[src/rtl/non_fast_pattern_hit_extractor_pkg.sv]
// ---------------------------------------------------------------------------
// non_fast_pattern_hit_extractor_pkg
//
// Purpose : shared widths, record types, FSM state encoding and the
//           lowest-set-bit encoder used by the non-fast-pattern hit
//           extractor and its beat FIFO.
//
// Contents:
//   NFP_DWIDTH / NFP_NBUCKET / NFP_OFF_W   vector, bucket and offset widths
//   nfp_event_t                            one serialised output event
//   nfp_entry_t                            one buffered beat {hit, base, eop}
//   nfp_state_e                            scan FSM states
//   nfp_lowest_set()                       index of lowest set bit
// ---------------------------------------------------------------------------
package non_fast_pattern_hit_extractor_pkg;

  localparam int NFP_DWIDTH  = 128;
  localparam int NFP_NBUCKET = 8;
  localparam int NFP_OFF_W   = 16;

  localparam int NFP_BKT_W  = $clog2(NFP_NBUCKET);
  localparam int NFP_IDX_W  = $clog2(NFP_DWIDTH);
  localparam int NFP_LANE_W = NFP_IDX_W - NFP_BKT_W;
  localparam int NFP_LANES  = NFP_DWIDTH / NFP_NBUCKET;

  // Base advances by one beat's worth of bytes and pins at the last beat
  // start that still fits, so base + lane never wraps the offset field.
  localparam logic [NFP_OFF_W-1:0] NFP_BASE_STEP = NFP_OFF_W'(NFP_LANES);
  localparam logic [NFP_OFF_W-1:0] NFP_BASE_MAX  = NFP_OFF_W'((2 ** NFP_OFF_W) - NFP_LANES);

  typedef struct packed {
    logic [NFP_OFF_W-1:0] offset;
    logic [NFP_BKT_W-1:0] bucket;
    logic                 eop;
  } nfp_event_t;

  typedef struct packed {
    logic [NFP_DWIDTH-1:0] hit;   // 1 = hit (inverted shift-or vector)
    logic [NFP_OFF_W-1:0]  base;  // packet-relative offset of byte lane 0
    logic                  eop;
  } nfp_entry_t;

  localparam int NFP_ENTRY_W = $bits(nfp_entry_t);

  typedef enum logic [1:0] {
    ST_IDLE = 2'd0,
    ST_SCAN = 2'd1,
    ST_EOP  = 2'd2
  } nfp_state_e;

  // Index of the lowest set bit; 0 when the vector is empty (callers gate
  // on |vec). Scanning downward lets the lowest index overwrite last.
  function automatic logic [NFP_IDX_W-1:0] nfp_lowest_set(input logic [NFP_DWIDTH-1:0] vec);
    logic [NFP_IDX_W-1:0] idx;
    idx = '0;
    for (int i = NFP_DWIDTH - 1; i >= 0; i--) begin
      if (vec[i]) begin
        idx = NFP_IDX_W'(i);
      end
    end
    return idx;
  endfunction

endpackage

[src/rtl/nfp_hit_fifo.sv]
// ---------------------------------------------------------------------------
// nfp_hit_fifo
//
// Purpose : show-ahead synchronous FIFO for buffered beats. The head entry
//           is visible on o_rd_data whenever o_empty is low; i_rd_en pops it.
//           A write and a read in the same cycle are accepted even when full.
//
// Ports   :
//   clk, rst          clock, synchronous active-high reset (flushes)
//   i_wr_en/i_wr_data push one entry (ignored when full without a read)
//   i_rd_en           pop head entry (ignored when empty)
//   o_rd_data         head entry
//   o_empty, o_full   occupancy flags
//   o_almost_full     occupancy >= depth - AF_MARGIN
// ---------------------------------------------------------------------------
module nfp_hit_fifo
  import non_fast_pattern_hit_extractor_pkg::*;
#(
  parameter int WIDTH     = NFP_ENTRY_W,
  parameter int AWIDTH    = 5,
  parameter int AF_MARGIN = 4
) (
  input  logic             clk,
  input  logic             rst,
  input  logic             i_wr_en,
  input  logic [WIDTH-1:0] i_wr_data,
  input  logic             i_rd_en,
  output logic [WIDTH-1:0] o_rd_data,
  output logic             o_empty,
  output logic             o_full,
  output logic             o_almost_full
);

  localparam int DEPTH = 1 << AWIDTH;
  localparam logic [AWIDTH:0] AF_LEVEL = (AWIDTH + 1)'(DEPTH - AF_MARGIN);
  localparam logic [AWIDTH:0] FULL_LEVEL = (AWIDTH + 1)'(DEPTH);

  logic [WIDTH-1:0]  r_mem [DEPTH];
  logic [AWIDTH-1:0] r_wr_ptr;
  logic [AWIDTH-1:0] r_rd_ptr;
  logic [AWIDTH:0]   r_count;

  logic w_do_wr;
  logic w_do_rd;

  assign o_empty       = (r_count == '0);
  assign o_full        = (r_count == FULL_LEVEL);
  assign o_almost_full = (r_count >= AF_LEVEL);

  assign w_do_rd = i_rd_en && !o_empty;
  // When full, a same-cycle pop frees the slot the write lands in.
  assign w_do_wr = i_wr_en && (!o_full || w_do_rd);

  // Show-ahead needs the head visible without a read cycle, so the storage
  // is read combinationally (distributed RAM).
  assign o_rd_data = r_mem[r_rd_ptr];

  always_ff @(posedge clk) begin
    if (w_do_wr) begin
      r_mem[r_wr_ptr] <= i_wr_data;
    end
  end

  always_ff @(posedge clk) begin
    if (rst) begin
      r_wr_ptr <= '0;
      r_rd_ptr <= '0;
      r_count  <= '0;
    end else begin
      if (w_do_wr) begin
        r_wr_ptr <= r_wr_ptr + 1'b1;
      end
      if (w_do_rd) begin
        r_rd_ptr <= r_rd_ptr + 1'b1;
      end
      if (w_do_wr && !w_do_rd) begin
        r_count <= r_count + 1'b1;
      end else if (w_do_rd && !w_do_wr) begin
        r_count <= r_count - 1'b1;
      end
    end
  end

endmodule

[src/rtl/non_fast_pattern_hit_extractor.sv]
// ---------------------------------------------------------------------------
// non_fast_pattern_hit_extractor
//
// Purpose : takes per-beat shift-or state vectors (0 bit = bucket pattern
//           ended at that byte), buffers them, and serialises every hit into
//           one event per cycle carrying a packet-relative byte offset and a
//           bucket id, followed by an end-of-packet marker event.
//
// Ports   :
//   clk, rst        clock, synchronous active-high reset
//   in_data         shift-or vector, bit 8*i+b = bucket b of byte i, 0 = hit
//   in_valid        beat valid (no backpressure)
//   in_sop/in_eop   first / last beat of packet
//   in_almost_full  beat FIFO occupancy >= depth-4
//   out_valid       event valid, held with its data until out_ready
//   out_ready       downstream accept
//   out_offset      byte offset of hit within packet (0 on marker)
//   out_bucket      bucket id (0 on marker)
//   out_eop         1 = end-of-packet marker
//   drop_cnt        beats dropped on FIFO full (saturating)
// ---------------------------------------------------------------------------
module non_fast_pattern_hit_extractor
  import non_fast_pattern_hit_extractor_pkg::*;
#(
  parameter int DWIDTH      = NFP_DWIDTH,
  parameter int NBUCKET     = NFP_NBUCKET,
  parameter int FIFO_AWIDTH = 5,
  parameter int OFF_W       = NFP_OFF_W
) (
  input  logic                       clk,
  input  logic                       rst,
  input  logic [DWIDTH-1:0]          in_data,
  input  logic                       in_valid,
  input  logic                       in_sop,
  input  logic                       in_eop,
  output logic                       in_almost_full,
  output logic                       out_valid,
  input  logic                       out_ready,
  output logic [OFF_W-1:0]           out_offset,
  output logic [$clog2(NBUCKET)-1:0] out_bucket,
  output logic                       out_eop,
  output logic [31:0]                drop_cnt
);

  localparam logic [NFP_DWIDTH-1:0] ONE_HOT0 = NFP_DWIDTH'(1);

  // ------------------------------------------------------------------
  // Ingress: base tracking and drop accounting
  // ------------------------------------------------------------------
  logic [NFP_OFF_W-1:0] r_next_base;
  logic [31:0]          r_drop_cnt;
  logic [NFP_OFF_W-1:0] w_beat_base;
  logic [NFP_OFF_W-1:0] w_base_inc;
  nfp_entry_t           w_wr_entry;
  nfp_entry_t           w_rd_entry;
  logic                 w_wr_en;
  logic                 w_rd_en;
  logic                 w_empty;
  logic                 w_full;
  logic                 w_almost_full;

  assign w_beat_base = in_sop ? '0 : r_next_base;
  assign w_base_inc  = (w_beat_base >= NFP_BASE_MAX) ? NFP_BASE_MAX
                                                     : (w_beat_base + NFP_BASE_STEP);

  always_comb begin
    w_wr_entry      = '0;
    w_wr_entry.hit  = ~in_data;
    w_wr_entry.base = w_beat_base;
    w_wr_entry.eop  = in_eop;
  end

  // A beat is accepted if there is room now or a pop this cycle makes room.
  assign w_wr_en = in_valid && (!w_full || w_rd_en);

  always_ff @(posedge clk) begin
    if (rst) begin
      r_next_base <= '0;
      r_drop_cnt  <= '0;
    end else begin
      // Base advances for dropped beats too, keeping later offsets exact.
      if (in_valid) begin
        r_next_base <= w_base_inc;
      end
      if (in_valid && !w_wr_en && (r_drop_cnt != 32'hFFFF_FFFF)) begin
        r_drop_cnt <= r_drop_cnt + 32'd1;
      end
    end
  end

  nfp_hit_fifo #(
    .WIDTH     (NFP_ENTRY_W),
    .AWIDTH    (FIFO_AWIDTH),
    .AF_MARGIN (4)
  ) u_fifo (
    .clk           (clk),
    .rst           (rst),
    .i_wr_en       (w_wr_en),
    .i_wr_data     (w_wr_entry),
    .i_rd_en       (w_rd_en),
    .o_rd_data     (w_rd_entry),
    .o_empty       (w_empty),
    .o_full        (w_full),
    .o_almost_full (w_almost_full)
  );

  // ------------------------------------------------------------------
  // Scan FSM and registered output slot
  // ------------------------------------------------------------------
  nfp_state_e            r_state;
  logic [NFP_DWIDTH-1:0] r_scan_hit;
  logic [NFP_OFF_W-1:0]  r_scan_base;
  logic                  r_scan_eop;
  nfp_event_t            r_out;
  logic                  r_out_valid;

  logic                  w_slot_free;
  logic                  w_scan_any;
  logic [NFP_IDX_W-1:0]  w_idx;
  logic [NFP_DWIDTH-1:0] w_scan_rem;
  logic [NFP_OFF_W-1:0]  w_hit_off;
  logic                  w_emit_hit;
  logic                  w_scan_done;
  logic                  w_emit_eop;

  assign w_slot_free = !r_out_valid || out_ready;
  assign w_scan_any  = |r_scan_hit;
  assign w_idx       = nfp_lowest_set(r_scan_hit);
  assign w_scan_rem  = r_scan_hit & ~(ONE_HOT0 << w_idx);
  assign w_hit_off   = r_scan_base + {{(NFP_OFF_W - NFP_LANE_W){1'b0}}, w_idx[NFP_IDX_W-1:NFP_BKT_W]};

  assign w_emit_hit  = (r_state == ST_SCAN) && w_scan_any && w_slot_free;
  // The beat is finished either when it had nothing left, or when the hit
  // being emitted now is its last one. Acting on the latter in the same
  // cycle lets the next beat's hits (or the marker) follow back to back.
  assign w_scan_done = (r_state == ST_SCAN) &&
                       (!w_scan_any || (w_slot_free && !(|w_scan_rem)));
  assign w_emit_eop  = (r_state == ST_EOP) && w_slot_free;

  assign w_rd_en = !w_empty &&
                   ((r_state == ST_IDLE) || (w_scan_done && !r_scan_eop) || w_emit_eop);

  always_ff @(posedge clk) begin
    if (rst) begin
      r_state     <= ST_IDLE;
      r_scan_hit  <= '0;
      r_scan_base <= '0;
      r_scan_eop  <= 1'b0;
      r_out       <= '0;
      r_out_valid <= 1'b0;
    end else begin
      // Accepted event leaves the slot unless refilled below.
      if (out_ready) begin
        r_out_valid <= 1'b0;
      end

      if (w_emit_hit) begin
        r_out_valid  <= 1'b1;
        r_out.offset <= w_hit_off;
        r_out.bucket <= w_idx[NFP_BKT_W-1:0];
        r_out.eop    <= 1'b0;
        r_scan_hit   <= w_scan_rem;
      end

      if (w_emit_eop) begin
        r_out_valid  <= 1'b1;
        r_out.offset <= '0;
        r_out.bucket <= '0;
        r_out.eop    <= 1'b1;
      end

      // A pop replaces the scan register outright (later assignment wins).
      if (w_rd_en) begin
        r_scan_hit  <= w_rd_entry.hit;
        r_scan_base <= w_rd_entry.base;
        r_scan_eop  <= w_rd_entry.eop;
      end

      case (r_state)
        ST_IDLE: begin
          if (w_rd_en) begin
            r_state <= ST_SCAN;
          end
        end
        ST_SCAN: begin
          if (w_scan_done) begin
            if (r_scan_eop) begin
              r_state <= ST_EOP;
            end else if (w_rd_en) begin
              r_state <= ST_SCAN;
            end else begin
              r_state <= ST_IDLE;
            end
          end
        end
        ST_EOP: begin
          if (w_emit_eop) begin
            r_state <= w_rd_en ? ST_SCAN : ST_IDLE;
          end
        end
        default: r_state <= ST_IDLE;
      endcase
    end
  end

  assign out_valid      = r_out_valid;
  assign out_offset     = r_out.offset;
  assign out_bucket     = r_out.bucket;
  assign out_eop        = r_out.eop;
  assign in_almost_full = w_almost_full;
  assign drop_cnt       = r_drop_cnt;

endmodule

[config.mk]
export PLATFORM = sky130hd
export DESIGN_NAME = non_fast_pattern_hit_extractor
export DESIGN_NICKNAME = d
export VERILOG_FILES = /design/src/rtl/non_fast_pattern_hit_extractor_pkg.sv /design/src/rtl/nfp_hit_fifo.sv /design/src/rtl/non_fast_pattern_hit_extractor.sv
export SDC_FILE = /design/constraint.sdc
export NUM_CORES = 2
export LEC_CHECK = 0
export CORE_ASPECT_RATIO = 0.75
export CORE_MARGIN = 3
export CORE_UTILIZATION = 35
export CTS_CLUSTER_SIZE = 25
export DETAILED_ROUTE_END_ITERATION = 8
export GPL_TIMING_DRIVEN = 1
export HOLD_SLACK_MARGIN = 0.1
export PLACE_DENSITY = 0.63
export SYNTH_ARGS = -nofsm -noshare
export SYNTH_HDL_FRONTEND = slang
export SYNTH_MEMORY_MAX_BITS = 65536
export SYNTH_SLANG_ARGS = --single-unit
[constraint.sdc]
create_clock -name clk -period 19.75 [get_ports clk]
set_input_delay 2.9625 -clock clk [delete_from_list [all_inputs] [get_ports clk]]
set_output_delay 2.9625 -clock clk [all_outputs]
set_load 0.1 [all_outputs]
After elaboration in Yosys (flattened, before gate mapping)
Memory sizes are Yosys's and may differ from the RTL's. A register that Yosys moved wholly into a read port is not among the register bits.
Index checks and enable logic that the tools add are counted.
{ "word_totals": {"regBits": 232, "latchBits": 0, "ram_bits": 4640, "mem_bits_ro": 0, "inputBits": 134, "out_inout_bits": 54, "word_cells": 222, "mem_count": 1} }
{ "op_classes": {"n_addsub": 7, "multipliers": 0, "div": 0, "n_lt_le_gt_ge": 2, "eq_ne": 7, "shifts": 1, "muxes": 149, "bitwise": 3, "n_reduce_logical": 39} }
{ "memory_table": {"columns": ["name", "depth", "word_bits", "rd", "rd_clocked_by_memory_dff", "write_ports", "line_no", "rtl"], "rows": [
  ["u_fifo.r_mem", 32, 145, 1, 1, 1, "nfp_hit_fifo.sv:38", "logic [WIDTH-1:0] r_mem [DEPTH];"]
]} }
{ "op_table": {"columns": ["operator", "count"], "rows": [
  ["$mux W7", 128],
  ["$mux W128", 2],
  ["$not A128 Y128", 2],
  ["$reduce_or A128 Y1", 2],
  ["$and A128 B128 Y128", 1],
  ["$shl A1 B7 Y128 const A", 1],
  ["$add A32 B1 Y32 const B", 1],
  ["$mux W16", 2],
  ["$ne A32 B32 Y1 const B", 1],
  ["$add A16 B4 Y16", 1],
  ["$add A16 B5 Y16 const B", 1],
  ["$ge A16 B16 Y1 const B", 1],
  ["$logic_and A1 B1 Y1", 14],
  ["$mux W6", 2],
  ["$add A5 B1 Y5 const B", 2],
  ["$mux W5", 2],
  ["$logic_not A1 Y1", 9],
  ["$mux W1", 8],
  ["$mux W2", 4],
  ["$add A6 B1 Y6 const B", 1],
  ["$eq A6 B6 Y1 const B", 1],
  ["$ge A6 B5 Y1 const B", 1],
  ["$logic_not A6 Y1", 1],
  ["$logic_or A1 B1 Y1", 6],
  ["11 further kinds", 14]
]} }

Logic depth before layout (Yosys ltp)
{ "logic_depth": {"word_depth": 147, "mapped_depth": 29, "depth_no_buf": 26} }

Hierarchy
From an unflattened synthesis, not the netlist that was laid out.
{ "unflattened": {"hier_cells": 10275, "area_unflattened_um2": 191155.8} }
{ "by_module_without_submodules": {"columns": ["mod", "instances", "cells_per_inst", "area_per_inst_um2", "seq_area_each_um2"], "rows": [
  ["nfp_hit_fifo", 1, 8351, 176767.0, 139754.0],
  ["non_fast_pattern_hit_extractor", 1, 1924, 14388.8, 4324.1]
]} }

Worst setup path after synthesis
OpenSTA, ideal clock, no wires.
{ "synth_path": {"path_kind": "input-to-reg", "start": "input port out_ready", "end": "memory u_fifo.r_mem[15][0] (netlist name) (enable)", "setup_ns": 1.004, "arrival_time_ns": 17.599, "required_ns": 18.746, "setup_slack_ns": 1.147, "cell_stages": 7, "path_buffers": 0, "path_cell_list": "nand2b_1 o2111ai_1 nor3_1 o2111ai_1 nor4_2 a21oi_2 nor4_1"} }
{ "synth_via": {"elab_chain_cells": 13, "elab_cells_between_ends": 16, "classes_between": "2 x mux; 14 x reduce/logical"} }
{ "synth_lines": {"columns": ["element", "line_no", "rtl"], "rows": [
  ["start: declaration", "non_fast_pattern_hit_extractor.sv:38", "input logic out_ready,"],
  ["$logic_or A1 B1 Y1 *", "non_fast_pattern_hit_extractor.sv:126", "assign w_slot_free = !r_out_valid || out_ready;"],
  ["$logic_and A1 B1 Y1", "non_fast_pattern_hit_extractor.sv:137", "(!w_scan_any || (w_slot_free && !(|w_scan_rem)));"],
  ["$logic_or A1 B1 Y1", "non_fast_pattern_hit_extractor.sv:137", null],
  ["$logic_and A1 B1 Y1", "non_fast_pattern_hit_extractor.sv:136", "assign w_scan_done = (r_state == ST_SCAN) &&"],
  ["$logic_and A1 B1 Y1", "non_fast_pattern_hit_extractor.sv:141", "((r_state == ST_IDLE) || (w_scan_done && !r_scan_eop) || w_emit_eop);"],
  ["$logic_or A1 B1 Y1", "non_fast_pattern_hit_extractor.sv:141", null],
  ["$logic_or A1 B1 Y1 *", "non_fast_pattern_hit_extractor.sv:141", null],
  ["$logic_and A1 B1 Y1 *", "non_fast_pattern_hit_extractor.sv:140", "assign w_rd_en = !w_empty &&"],
  ["$logic_or A1 B1 Y1 or $logic_and A1 B1 Y1 (tied branches)", "non_fast_pattern_hit_extractor.sv:74, nfp_hit_fifo.sv:50", null],
  ["$logic_and A1 B1 Y1 or $logic_or A1 B1 Y1 (tied branches)", "non_fast_pattern_hit_extractor.sv:74, nfp_hit_fifo.sv:52", null],
  ["$logic_and A1 B1 Y1 *", "nfp_hit_fifo.sv:52", "assign w_do_wr = i_wr_en && (!o_full || w_do_rd);"],
  ["$mux W1 *", "nfp_hit_fifo.sv:59", "if (w_do_wr) begin"],
  ["$mux W1 (not written as such) *", "nfp_hit_fifo.sv:60", "r_mem[r_wr_ptr] <= i_wr_data;"],
  ["end: declaration", "nfp_hit_fifo.sv:38", null]
]} }
Mark *: on every way between the ends. The rest lies on a longest branch, timed or not.

Final worst setup path
{ "layout_path": {"start": "register r_scan_hit[124]", "end": "memory u_fifo.r_mem[9][109] (netlist name) (enable)"} }
{ "layout_via": {"elab_chain_cells": 142, "elab_cells_between_ends": 146, "classes_between": "1 x shift; 127 x mux; 2 x bitwise; 16 x reduce/logical"} }
{ "layout_lines": {"columns": ["element", "line_no", "rtl"], "rows": [
  ["start: declaration", "non_fast_pattern_hit_extractor.sv:111", "logic [NFP_DWIDTH-1:0] r_scan_hit;"],
  ["start signal: assignment", "non_fast_pattern_hit_extractor.sv:162", "r_scan_hit <= w_scan_rem;"],
  ["start signal: assignment", "non_fast_pattern_hit_extractor.sv:174", "r_scan_hit <= w_rd_entry.hit;"],
  ["$mux W7 (125 in a row)", "non_fast_pattern_hit_extractor_pkg.sv:57", "if (vec[i]) begin"],
  ["$shl A1 B7 Y128", "non_fast_pattern_hit_extractor.sv:129", "assign w_scan_rem = r_scan_hit & ~(ONE_HOT0 << w_idx);"],
  ["$not A128 Y128", "non_fast_pattern_hit_extractor.sv:129", null],
  ["$and A128 B128 Y128", "non_fast_pattern_hit_extractor.sv:129", null],
  ["$reduce_or A128 Y1", "non_fast_pattern_hit_extractor.sv:137", null],
  ["$logic_not A1 Y1", "non_fast_pattern_hit_extractor.sv:137", null],
  ["$logic_and A1 B1 Y1", "non_fast_pattern_hit_extractor.sv:137", null],
  ["$logic_or A1 B1 Y1 *", "non_fast_pattern_hit_extractor.sv:137", null],
  ["(+2 left out)", null, null],
  ["$logic_or A1 B1 Y1 * (2 in a row)", "non_fast_pattern_hit_extractor.sv:141", null],
  ["$logic_and A1 B1 Y1 *", "non_fast_pattern_hit_extractor.sv:140", null],
  ["$logic_or A1 B1 Y1 or $logic_and A1 B1 Y1 (tied branches)", "non_fast_pattern_hit_extractor.sv:74, nfp_hit_fifo.sv:50", null],
  ["$logic_and A1 B1 Y1 or $logic_or A1 B1 Y1 (tied branches)", "non_fast_pattern_hit_extractor.sv:74, nfp_hit_fifo.sv:52", null],
  ["$logic_and A1 B1 Y1 *", "nfp_hit_fifo.sv:52", null],
  ["via u_fifo.w_do_wr", "nfp_hit_fifo.sv:43", "logic w_do_wr;"],
  ["$mux W1 *", "nfp_hit_fifo.sv:59", null],
  ["$mux W1 (not written as such) *", "nfp_hit_fifo.sv:60", null]
]} }
The timed path passes the listed nets; every way through them passes the cells marked *.

==> reports/results.txt <==
status: complete, no violations
first-pass GRT wire length: 740000 um
CP endpoint kind: flop
pin count of the biggest net entering global routing: 119
CTS tree: yes
critical path class: flop to flop
Crit path max-delay family: simple AND/OR/NAND/NOR gates
layout cells sized above 1: 26.6%
Worst path max stage delay: 1.16 ns
minimum clock period: 11.72 ns
First DRT Iteration DRCs: 12731
sequential share of the synthesized area: 75.8%
syn_nets: 8823
hold_ws: 0.442 ns
routed vias: 94032
crit share post-route: 59.4%
clk sink count: 4877
clock root buffer: clkbuf_16
post_cts resized: 0
die width: 857 um
Max Clk Rate: 0.0853 GHz
Worst IR Drop VDD: 0.0954 mV
htree depth: 5
setup repair bufs after CTS: 0
Post-synth ARST share: 0%
total CTS buffers: 435
final setup fails: 0
Via density: 5.65
antenna violations before repair: 46
Netlist cell types: 100
critical path's slowest cell: nor4_1
number of synthesized flops with an enable pin: 4640
Routed wire per std cell: 31.4 um
max_slew headroom: 6.56%
total wire length: 523000 um
Synth Warn #: 0
Pwr Density: 128 nW/um^2
Worst-Margin Slew: 1.39 ns
area grow syn2layout: 13.7%
critical path data arrival time: 12.29 ns
CP bufs+invs: 4
gpl congestion: 0.894
Chip Height: 644 um
Max Buffers Root-to-Sink: 4
detailed placer's ending HPWL: 306000 um
clk_lat worst skew: 1.05 ns
class of the worst hold path: flop to flop
Clock Skews: 0.117 ns
Top Ports: 188
Final Util: 40.1%
RSZ-0062 raised after global routing: false
fin. max-slew vios: 0
Hold-fix buffers, CTS: 0
# Max-Cap Violations: 0
worst-path cell chain: nor4_1 > nand4_1 > nor4b_1 > nand3b_2 > nand3_1 > o41ai_1 > nand4_1 > nor4_1 > nand4_1 > nor4_2 > a21oi_2 > buf_4 > nor2_1 > nand2_1 > inv_2 > nand2_2 > nor2_4 > buf_4 > buf_4
GRT Overall Usage: 18.5%
WP data required: 20.32 ns
Nets: 9246
core region area: 539000 um^2
vias in the first global route: 94025
Top FF cell, synth: edfxtp_1
num rows: 233
remaining antenna violation count: 0
LEAKAGE: 64.8 nW
port bufs: 187
Final Hold Viols: 0
startpoint types: flop
Critical Path Fanout Max: 49
Initial Utilization: 35.3%
die area: 552000 um^2
Synth Area per Inst: 21.9 um^2
Syn Inst Count: 8671
# DRC: 0
Synth Register Bits: 4877
GRT overflow: 0
Clock transition at path regs: 0.07 ns
drt first pass iters: 6
Cell Area, Synth: 190000 um^2
setup TNS: 0 ns
-- through the flow --
| stage | setup WS [ns] | instance area, um^2 | cells | total power (W) |
|---|---|---|---|---|
| 2_1_floorplan | 1.15 | 190000 | 8671 | 0.0165 |
| 3_3_place_gp | 8.55 | 202000 | 15822 | 0.0191 |
| 3_5_place_dp | 8.55 | 202000 | 15823 | 0.0192 |
| 4_1_cts | 8.52 | 216000 | 16628 | 0.0278 |
| 5_1_grt | 7.83 | 216000 | 16630 | 0.0286 |
| 6_report | 8.03 | 216000 | 16636 | 0.0276 |
-- path summary, 6_finish.rpt --
kind | start | endpoint | slack (ns) | cells past startpoint
worst max-delay path | r_scan_hit[124] | u_fifo.r_mem[9][109] | 8.03 | 19
worst min-delay path | r_next_base[3] | r_next_base[3] | 0.44 | 2
worst max register to register | r_scan_hit[124] | u_fifo.r_mem[9][109] | 8.03 | 19
worst min register to register | r_next_base[3] | r_next_base[3] | 0.44 | 2
-- area by class of cell --
| type | count | area (um^2) |
|---|---|---|
| fillers | 46669 | 323000 |
| flip-flops and latches | 4877 | 144000 |
| multi-input cells | 3132 | 43800 |
| clock buffers | 519 | 11300 |
| well taps | 7167 | 8970 |
| repair buffers | 466 | 4120 |
| clock inverters | 286 | 3180 |
| inverters | 182 | 684 |
| diodes | 7 | 17.5 |
-- worst min-delay path, cell delays in order, from the launching register on --
cell	delay [ns]
dfxtp_1	0.30
inv_1	0.06
nor2_1	0.04
-- registers in the layout, indices dropped and copies added (netlist names), named ones only --
register / flops
r_state: 2
r_next_base: 16
out_offset: 16
out_bucket: 3
u_fifo.r_mem: 4640
r_scan_base: 16
r_scan_eop: 1
out_eop: 1
u_fifo.r_rd_ptr: 5
out_valid: 1
u_fifo.r_count: 6
r_scan_hit: 128
drop_cnt: 32
u_fifo.r_wr_ptr: 5
-- routing by layer --
layer / vias to the layer above / global-route usage [%] / part of all wire [%]
met1: 51280 / 28.1 / 44
met5: - / 0 / 0.031
met3: 581 / 3.09 / 8.2
met4: 24 / 3.54 / 1.9
met2: 4446 / 28.2 / 46
li1: 37701 / - / -
-- placed cells by master, fill, tap and decap left out, types with 12 or more instances in the layout --
| master | n |
|---|---|
| buf_4 | 266 |
| xnor2_1 | 22 |
| clkbuf_1 | 74 |
| nor2b_1 | 150 |
| o31ai_1 | 35 |
| nor2_4 | 23 |
| edfxtp_1 | 4640 |
| bufinv_16 | 55 |
| clkbuf_16 | 439 |
| clkinvlp_4 | 21 |
| inv_1 | 176 |
| clkinv_1 | 85 |
| nand2b_1 | 16 |
| mux2i_1 | 43 |
| clkdlybuf4s50_1 | 186 |
| mux2_2 | 24 |
| or2_0 | 22 |
| ha_1 | 16 |
| buf_12 | 12 |
| o21ai_0 | 163 |
| o211ai_1 | 20 |
| clkinv_2 | 86 |
| dfxtp_1 | 232 |
| or3_1 | 39 |
| nor3_2 | 17 |
| and3_1 | 23 |
| o41ai_1 | 41 |
| a21oi_1 | 92 |
| nor4_2 | 12 |
| nand2_1 | 109 |
| nor4_1 | 47 |
| nor2_1 | 167 |
| nand4_1 | 39 |
| nor3_1 | 36 |
| nand3_1 | 64 |
| mux4_2 | 1450 |
| a31oi_1 | 12 |
| a211oi_1 | 239 |
| or4_1 | 14 |
-- cell usage after synthesis (22+ instances only) --
cell type / n / area, um^2
a211oi_1: 246 / 1850
nor2_1: 190 / 713
a21oi_1: 92 / 460
o21ai_0: 163 / 816
nand2_1: 109 / 409
mux4_2: 1450 / 32700
nor2b_1: 151 / 945
o41ai_1: 41 / 359
buf_2: 36 / 180
xnor2_1: 22 / 193
edfxtp_1: 4640 / 139000
nand3_1: 64 / 320
dfxtp_1: 237 / 4740
mux2i_1: 43 / 430
mux2_2: 24 / 270
clkbuf_1: 336 / 1260
nand4_1: 39 / 244
and3_1: 23 / 144
inv_1: 177 / 664
nor4_1: 48 / 300
nor3_1: 46 / 230
buf_1: 102 / 383
or2_0: 22 / 138
o31ai_1: 35 / 263
or3_1: 39 / 244
-- cell families (layout without fill, tap and decap cells) --
group,count (synthesis),count (layout),share of synthesized area [%]
other,0,7,0
AOI/OAI and AO/OA,734,734,2.68
muxes,1522,1522,17.6
adders and majority gates,18,18,0.126
buffers and inverters,662,1453,1.35
xor gates and xnor gates,29,29,0.134
and+or+nand+nor,829,829,2.38
DFF,4877,4877,75.8
-- report_power, final --
part           total (W)  leakage (nW)  internal (W)  switching, W
clock network    0.00867          7.06       0.00485       0.00383
registers         0.0119          43.9        0.0116      0.000383
logic            0.00698          13.8       0.00287       0.00411
(Power assumes the default switching activity.)
